$ cat config.mk
export PLATFORM = sky130hd
export DESIGN_NAME = sample_decimator
export DESIGN_NICKNAME = d
export VERILOG_FILES = /design/src/rtl/cbf_pkg.sv /design/src/rtl/sample_fifo.sv /design/src/rtl/sample_decimator.sv
export SDC_FILE = /design/constraint.sdc
export NUM_CORES = 1
export LEC_CHECK = 0
export CAP_MARGIN = 20
export CORE_MARGIN = 5
export CORE_UTILIZATION = 58
export CTS_CLUSTER_DIAMETER = 100
export CTS_CLUSTER_SIZE = 12
export DETAILED_ROUTE_END_ITERATION = 8
export HOLD_SLACK_MARGIN = 0.15
export PLACE_DENSITY = 0.95
export SLEW_MARGIN = 30
export SYNTH_ARGS = -nofsm -noshare
export SYNTH_HDL_FRONTEND = slang
export SYNTH_HIERARCHICAL = 1
export SYNTH_SLANG_ARGS = --single-unit
$ cat constraint.sdc
create_clock -name clk -period 7.43 [get_ports clk]
set_input_delay 1.486 -clock clk [delete_from_list [all_inputs] [get_ports clk]]
set_output_delay 1.486 -clock clk [all_outputs]
set_load 0.005 [all_outputs]
$ cat src/rtl/cbf_pkg.sv
// rtl/cbf_pkg.sv - shared clog2-derived width helpers
package cbf_pkg;

    function automatic int ptr_w(input int depth);
        return (depth > 1) ? $clog2(depth) : 1;
    endfunction

    function automatic int level_w(input int depth);
        return $clog2(depth) + 1;
    endfunction

    function automatic int phase_w(input int dsr);
        return $clog2(dsr) + 1;
    endfunction

endpackage

$ cat src/rtl/sample_fifo.sv
// rtl/sample_fifo.sv - generic first-word-fall-through FIFO with occupancy level
module sample_fifo
    import cbf_pkg::*;
#(
    parameter int DataWidth = 16,
    parameter int Depth     = 4
) (
    input  logic                        clk,
    input  logic                        rst,
    input  logic                        push,
    input  logic                        pop,
    input  logic [DataWidth-1:0]        wdata,
    output logic [DataWidth-1:0]        rdata,
    output logic [level_w(Depth)-1:0]   level,
    output logic                        full,
    output logic                        empty
);

    localparam int PtrW   = ptr_w(Depth);
    localparam int LevelW = level_w(Depth);

    logic [DataWidth-1:0] mem [Depth];
    logic [PtrW-1:0]      wr_ptr;
    logic [PtrW-1:0]      rd_ptr;
    logic                 do_push;
    logic                 do_pop;

    assign full  = (level == LevelW'(Depth));
    assign empty = (level == '0);

    // A push into a full FIFO only lands when the head leaves on the same edge.
    assign do_pop  = pop && !empty;
    assign do_push = push && (!full || do_pop);

    always_ff @(posedge clk) begin
        if (do_push) begin
            mem[wr_ptr] <= wdata;
        end
    end

    always_ff @(posedge clk or negedge rst) begin
        if (!rst) begin
            wr_ptr <= '0;
            rd_ptr <= '0;
            level  <= '0;
        end else begin
            if (do_push) begin
                wr_ptr <= wr_ptr + 1'b1;
            end
            if (do_pop) begin
                rd_ptr <= rd_ptr + 1'b1;
            end
            case ({do_push, do_pop})
                2'b10:   level <= level + 1'b1;
                2'b01:   level <= level - 1'b1;
                default: level <= level;
            endcase
        end
    end

    // Storage is not reset, so the head reads as zero while nothing is buffered.
    assign rdata = empty ? '0 : mem[rd_ptr];

endmodule

$ cat src/rtl/sample_decimator.sv
// rtl/sample_decimator.sv - keeps every DSR-th valid filter sample into an FWFT FIFO
module sample_decimator
    import cbf_pkg::*;
#(
    parameter int DataWidth = 16,
    parameter int DSR       = 4,
    parameter int Depth     = 4
) (
    input  logic                        clk,
    input  logic                        rst,
    input  logic [DataWidth-1:0]        in_data,
    input  logic                        in_valid,
    input  logic                        out_ready,
    output logic [DataWidth-1:0]        out_data,
    output logic                        out_valid,
    output logic                        overflow,
    output logic [level_w(Depth)-1:0]   level
);

    localparam int PhaseW = phase_w(DSR);

    logic [PhaseW-1:0] phase;
    logic              keep;
    logic              pop;
    logic              full;
    logic              empty;

    assign keep      = in_valid && (phase == '0);
    assign out_valid = !empty;
    assign pop       = out_valid && out_ready;

    // Phase sits at zero while invalid so the first valid sample of every run is kept.
    always_ff @(posedge clk or negedge rst) begin
        if (!rst) begin
            phase <= '0;
        end else if (!in_valid || (phase == PhaseW'(DSR - 1))) begin
            phase <= '0;
        end else begin
            phase <= phase + 1'b1;
        end
    end

    always_ff @(posedge clk or negedge rst) begin
        if (!rst) begin
            overflow <= 1'b0;
        end else if (keep && full && !pop) begin
            overflow <= 1'b1;
        end
    end

    sample_fifo #(
        .DataWidth (DataWidth),
        .Depth     (Depth)
    ) u_fifo (
        .clk   (clk),
        .rst   (rst),
        .push  (keep),
        .pop   (pop),
        .wdata (in_data),
        .rdata (out_data),
        .level (level),
        .full  (full),
        .empty (empty)
    );

endmodule

## Word-level counts from Yosys, hierarchy flattened

Memory sizes are Yosys's and may differ from the RTL's.
Index checks and enable logic that the tools add are counted.

| word-level totals | value |
|---|---|
| RAM bits | 64 |
| output and inout bits | 21 |
| memories | 1 |
| bits in registers | 11 |
| word-level logic and storage cells | 35 |
| input port bits | 20 |

Memory list:

| memory | words | width | read ports | clocked after memory_dff | wr ports | line | source |
|---|---|---|---|---|---|---|---|
| u_fifo.mem | 4 | 16 | 1 | 0 | 1 | sample_fifo.sv:22 | `logic [DataWidth-1:0] mem [Depth];` |

| operators by class | value |
|---|---|
| reductions and logical operators | 15 |
| multiplexer cells | 5 |
| $add $sub $neg | 5 |
| equality and inequality tests | 4 |

Operators by type and width:

| kind | count |
|---|---|
| two-way mux 16 bit | 1 |
| adder 3 x 1 -> 3 bit, second input constant | 2 |
| logical AND 1 bit | 6 |
| zero test 3 bit | 2 |
| one-hot mux 3 bit (2 select lines) | 1 |
| adder 2 x 1 -> 2 bit, second input constant | 2 |
| zero test 1 bit | 4 |
| == test 3 x 2 -> 1 bit, second input constant | 1 |
| == test 3 bit, second input constant | 1 |
| two-way mux 3 bit | 1 |
| subtractor 3 x 1 -> 3 bit, second input constant | 1 |
| == test 2 x 1 -> 1 bit, second input constant | 1 |
| == test 2 bit, second input constant | 1 |
| logical OR 1 bit | 2 |
| two-way mux 1 bit | 2 |
| nonzero test 2 bit | 1 |

## Logic depth before layout (Yosys ltp)

| logic depth | value |
|---|---|
| depth in word-level cells | 8 |
| mapped depth | 12 |
| depth with buffers taken out | 11 |

## By module

The synthesis kept the hierarchy.

By module, submodules not included:

| module | times used | seq. area each (um^2) | area an instance (um^2) | cells an instance |
|---|---|---|---|---|
| sample_fifo | 1 | 2097.0 | 2854.0 | 140 |
| sample_decimator | 1 | 100.1 | 201.4 | 20 |

## Worst setup path before layout

OpenSTA, ideal clock, no wires.

| timing path | value |
|---|---|
| path kind | input -> register |
| from | in out_ready |
| to | reg u_fifo.level[2] |
| library setup time | 0.079 ns |
| arrival | 2.856 ns |
| stages | 10 |
| setup slack | 4.494 ns |
| path through | nand2b_1 -> inv_1 -> o21a_4 -> inv_1 -> ha_1 -> inv_1 -> fa_1 -> xor2_1 -> nor2_1 -> xor2_1 |

| on the way | value |
|---|---|
| cells in the longest elaborated chain, start to end | 6 |
| elaborated cells between the ends (all ways) | 8 |
| those cells by class | eq/ne (2); mux (1); reduce/logical (5) |

RTL lines:

| what | line | source |
|---|---|---|
| start: declaration | sample_decimator.sv:13 | `input logic out_ready,` |
| logical AND 1 bit (*) | sample_decimator.sv:30 | `assign pop = out_valid && out_ready;` |
| via pop | sample_decimator.sv:24 | `logic pop;` |
| logical AND 1 bit (*) | sample_fifo.sv:32 | `assign do_pop = pop && !empty;` |
| logical OR 1 bit | sample_fifo.sv:33 | `assign do_push = push && (!full \|\| do_pop);` |
| logical AND 1 bit | sample_fifo.sv:33 |  |
| == test 2 x 1 -> 1 bit or == test 2 bit (tied branches) | sample_fifo.sv:53 | `case ({do_push, do_pop})` |
| one-hot mux 3 bit (2 select lines) or nonzero test 2 bit (tied branches) | -- |  |
| end signal: assignment | sample_fifo.sv:54 | `2'b10: level <= level + 1'b1;` |
| end signal: assignment | sample_fifo.sv:55 | `2'b01: level <= level - 1'b1;` |
| end signal: assignment | sample_fifo.sv:56 | `default: level <= level;` |
| end: declaration | sample_fifo.sv:14 | `output logic [level_w(Depth)-1:0] level,` |

The timed path passes the listed nets; every way through them passes the cells marked *.
A chain may end at the register's enable or synchronous reset.

## Worst setup path in the final report

| timing path | value |
|---|---|
| from | reg u_fifo.rd_ptr[0] |
| to | out out_data[8] |

| on the way | value |
|---|---|
| cells in the longest elaborated chain, start to end | 2 |

RTL lines:

| what | line | source |
|---|---|---|
| start: declaration | sample_fifo.sv:24 | `logic [PtrW-1:0] rd_ptr;` |
| start signal: assignment | sample_fifo.sv:51 | `rd_ptr <= rd_ptr + 1'b1;` |
| memory (4 x 16 bit) | -- |  |
| two-way mux 16 bit | sample_fifo.sv:62 | `assign rdata = empty ? '0 : mem[rd_ptr];` |
| end: declaration | sample_decimator.sv:14 | `output logic [DataWidth-1:0] out_data,` |

Every way passes these cells.

==> impl_metrics.csv <==
group,metric,value,unit
run_status,status,"finished, final reports clean",
clocking,cts_inserted_buffers,9,
final_layout,diodes,0,
min_path,min_path_type,"reg2reg",
placement,placed_cell_area,3518,sq um
global_routing,grt_start_max_net_pins,19,
synth,yosys_warnings,6,
drt,avgRoutedWirePerCell,17.24,um
pwr,p_leak,1.314,nW
timing,slew_violations,0,
synth,synth_top_family_by_area,"multiplexers",
clocking,cts_tree,"done",
synth,yosysTopAreaCellShare,62.90,%
global_routing,overflow,0,
setup_path,worst-path-max-fanout,18,
synth,synth-edff-count,64,
drt,first_iter_violations,65,
final_layout,mostFrequentLayoutCell,"edfxtp_1",
floorplan,boundaryPins,41,
timing,hold_violations,0,
synth,synth_xor_area_share,1.720,%
drt,routed-via-count,1475,
synth,ys_types,23,
timing,tightest_slew,849.3,ps
timing,finalSetupViolations,0,
synth,ys_ff_latch,75,
final_layout,layout_common_cells,"64 x edfxtp_1, 40 x clkdlybuf4s50_1, 17 x nor2b_1",
timing,fin_worst_hold_slack,458.7,ps
clocking,post-cts-setup-buffer-count,0,
synth,yosysSeqAreaShare,71.91,%
clocking,cts_repair_resize_count,0,
pwr,powerDensity,359.5,nW/um^2
flow_run,drv_cap,0,
placement,dp_slack,3955,ps
placement,place_inst,266,
drt,dr.pass1.iters,4,
drt,wirelength,4.862,mm
placement,dp_hpwl,3.235,mm
drt,vias_per_cell,5.230,
setup_path,crit_type,"reg2out",
final_layout,drive_above_1_share,16.98,%
final_layout,fin_cells,282,
synth,postSynthNetCount,189,
drt,drc,0,
clocking,cts.path.max_buffers,2,
global_routing,grt_pass1_vias,1620,
final_layout,area_delta_synth_final,20.64,%
placement,gp_congestion,0.7032,
global_routing,antenna_found_initial,0,
synth,synth_compound_area_share,0.7781,%
drt,antenna_left,0,
setup_path,crit_path_end_kind,"output port",
timing,min_period_over_period,50.88,%
timing,rsz0062_at_grt,"false",
global_routing,grt_usage,17.05,%
synth,synthesis.instances,160,
timing,setup_tns,0,ps
synth,syn_area_per_cell,19.10,sq um
timing,period_needed,3780,ps
floorplan,die_height,82.58,um
synth,ys.flop_type,"edfxtp_1",
setup_path,cp.required,5940,ps
clocking,clock-root-buffer,"clkbuf_8",
synth,yosys.area_share.simple,6.347,%
pwr,vdd_drop_max,288.9,uV
setup_path,startpoint_type,"flip-flop",
clocking,clk_pin_slew_worst_paths,70,ps
clocking,cts_sinks,75,
synth,yosysTopAreaCell,"edfxtp_1",
timing,fin_ws,3650,ps
clocking,htree_levels,3,
clocking,ctsHoldBuffers,0,
floorplan,die_x,82.58,um
final_layout,finalInstanceArea,3686,sq um
floorplan,rows,26,
floorplan,core,5107,sq um
synth,synth_mux_area_share,12.61,%
final_layout,finalNetCount,236,
timing,maxSlewHeadroom,43.38,%
synth,netlist_area,3055,sq um
setup_path,cp_data_arrival_time,2290,ps
timing,clock-skew-final,7.418,ps
synth,ys_async_sr_fraction,14.67,%
floorplan,design.die.area,6819,sq um
clocking,clock_latency,340,ps
global_routing,grt_pass1_wl,8.169,mm
floorplan,start_util,59.82,%
synth,synthAdderAreaFrac,3.931,%
timing,fmax,264.5,MHz
synth,ys_top_cells_by_area,"edfxtp_1 63%, mux4_2 12%, dfrtp_1 9.0%, nor2b_1 3.5%, ha_1 3.3%",
placement,place.port_buffers,40,
[area by class of cell]
class	count	area, sq um
multi-input combinational	67	775.7
fill	326	1421
sequential	75	2198
clock buffer	9	123.9
timing repair buffer	41	407.9
inverter	13	48.80
clock inverter	7	43.79
tap	70	87.58
[where the power goes]
group	leakage [nW]	switching [mW]	total [mW]	internal, mW
Sequential	0.713	0.0760	0.607	0.531
Combinational	0.515	0.161	0.455	0.294
Clock	0.0868	0.144	0.264	0.120
Total	1.31	0.381	1.33	0.944
[cell families (layout without fill, tap and decap cells)]
logic type | after synthesis | count (layout)
AND/OR/NAND/NOR | 32 | 32
flip-flops | 75 | 75
buffers and inverters | 18 | 70
AO/OA/AOI/OAI | 2 | 2
multiplexers | 18 | 18
XOR/XNOR | 6 | 6
adder cells (fa/ha/maj) | 9 | 9
[state kept, by name, summed over array words and instances, names as in the netlist]
signal / count
phase: 3
u_fifo/level: 3
overflow: 1
u_fifo/mem: 64
u_fifo/wr_ptr: 2
u_fifo/rd_ptr: 2
[final timing paths]
kind	slack (ps)	from	to	cells after the start
max in group asynchronous	5580	rst	u_fifo/rd_ptr[0]	1
min reg2reg	460	phase[0]	phase[0]	1
min in group asynchronous	1480	rst	u_fifo/level[1]	1
max	3650	u_fifo/rd_ptr[0]	out_data[8]	3
min	460	phase[0]	phase[0]	1
max reg2reg	4500	u_fifo/level[0]	u_fifo/level[2]	12
[worst max-delay path, stage by stage, from the launching register on]
cell and delay [ps]:
dfrtp_2 750, mux4_2 600, nor2b_1 150, clkdlybuf4s50_1 460
[Yosys cell counts, types with 2 or more instances]
| library cell | count |
|---|---|
| and2_1 | 4 |
| buf_2 | 3 |
| dfrtp_1 | 11 |
| edfxtp_1 | 64 |
| ha_1 | 8 |
| inv_1 | 13 |
| mux4_2 | 16 |
| nand2b_1 | 2 |
| nor2_1 | 5 |
| nor2b_1 | 17 |
| xnor2_1 | 2 |
| xor2_1 | 4 |
[metrics by stage]
stage          power (mW)  utilization [%]
6_report            1.325            72.17
4_1_cts             1.342            72.17
3_5_place_dp        1.079            68.89
5_1_grt             1.418            72.17
3_3_place_gp        1.056            68.86
2_1_floorplan      0.8590                -
[routing by layer]
| layer | track usage, % | share of wire (%) | wire length (um) | up-vias |
|---|---|---|---|---|
| met4 | 8.824 | 2.3 | 111 | 0 |
| met5 | 0 | 0 | 0 | - |
| li1 | - | - | - | 684 |
| met3 | 4.121 | 4.5 | 217 | 10 |
| met2 | 28.93 | 52 | 2546 | 34 |
| met1 | 20.20 | 41 | 1988 | 747 |
No activity file was read; power rests on OpenSTA's default activity.
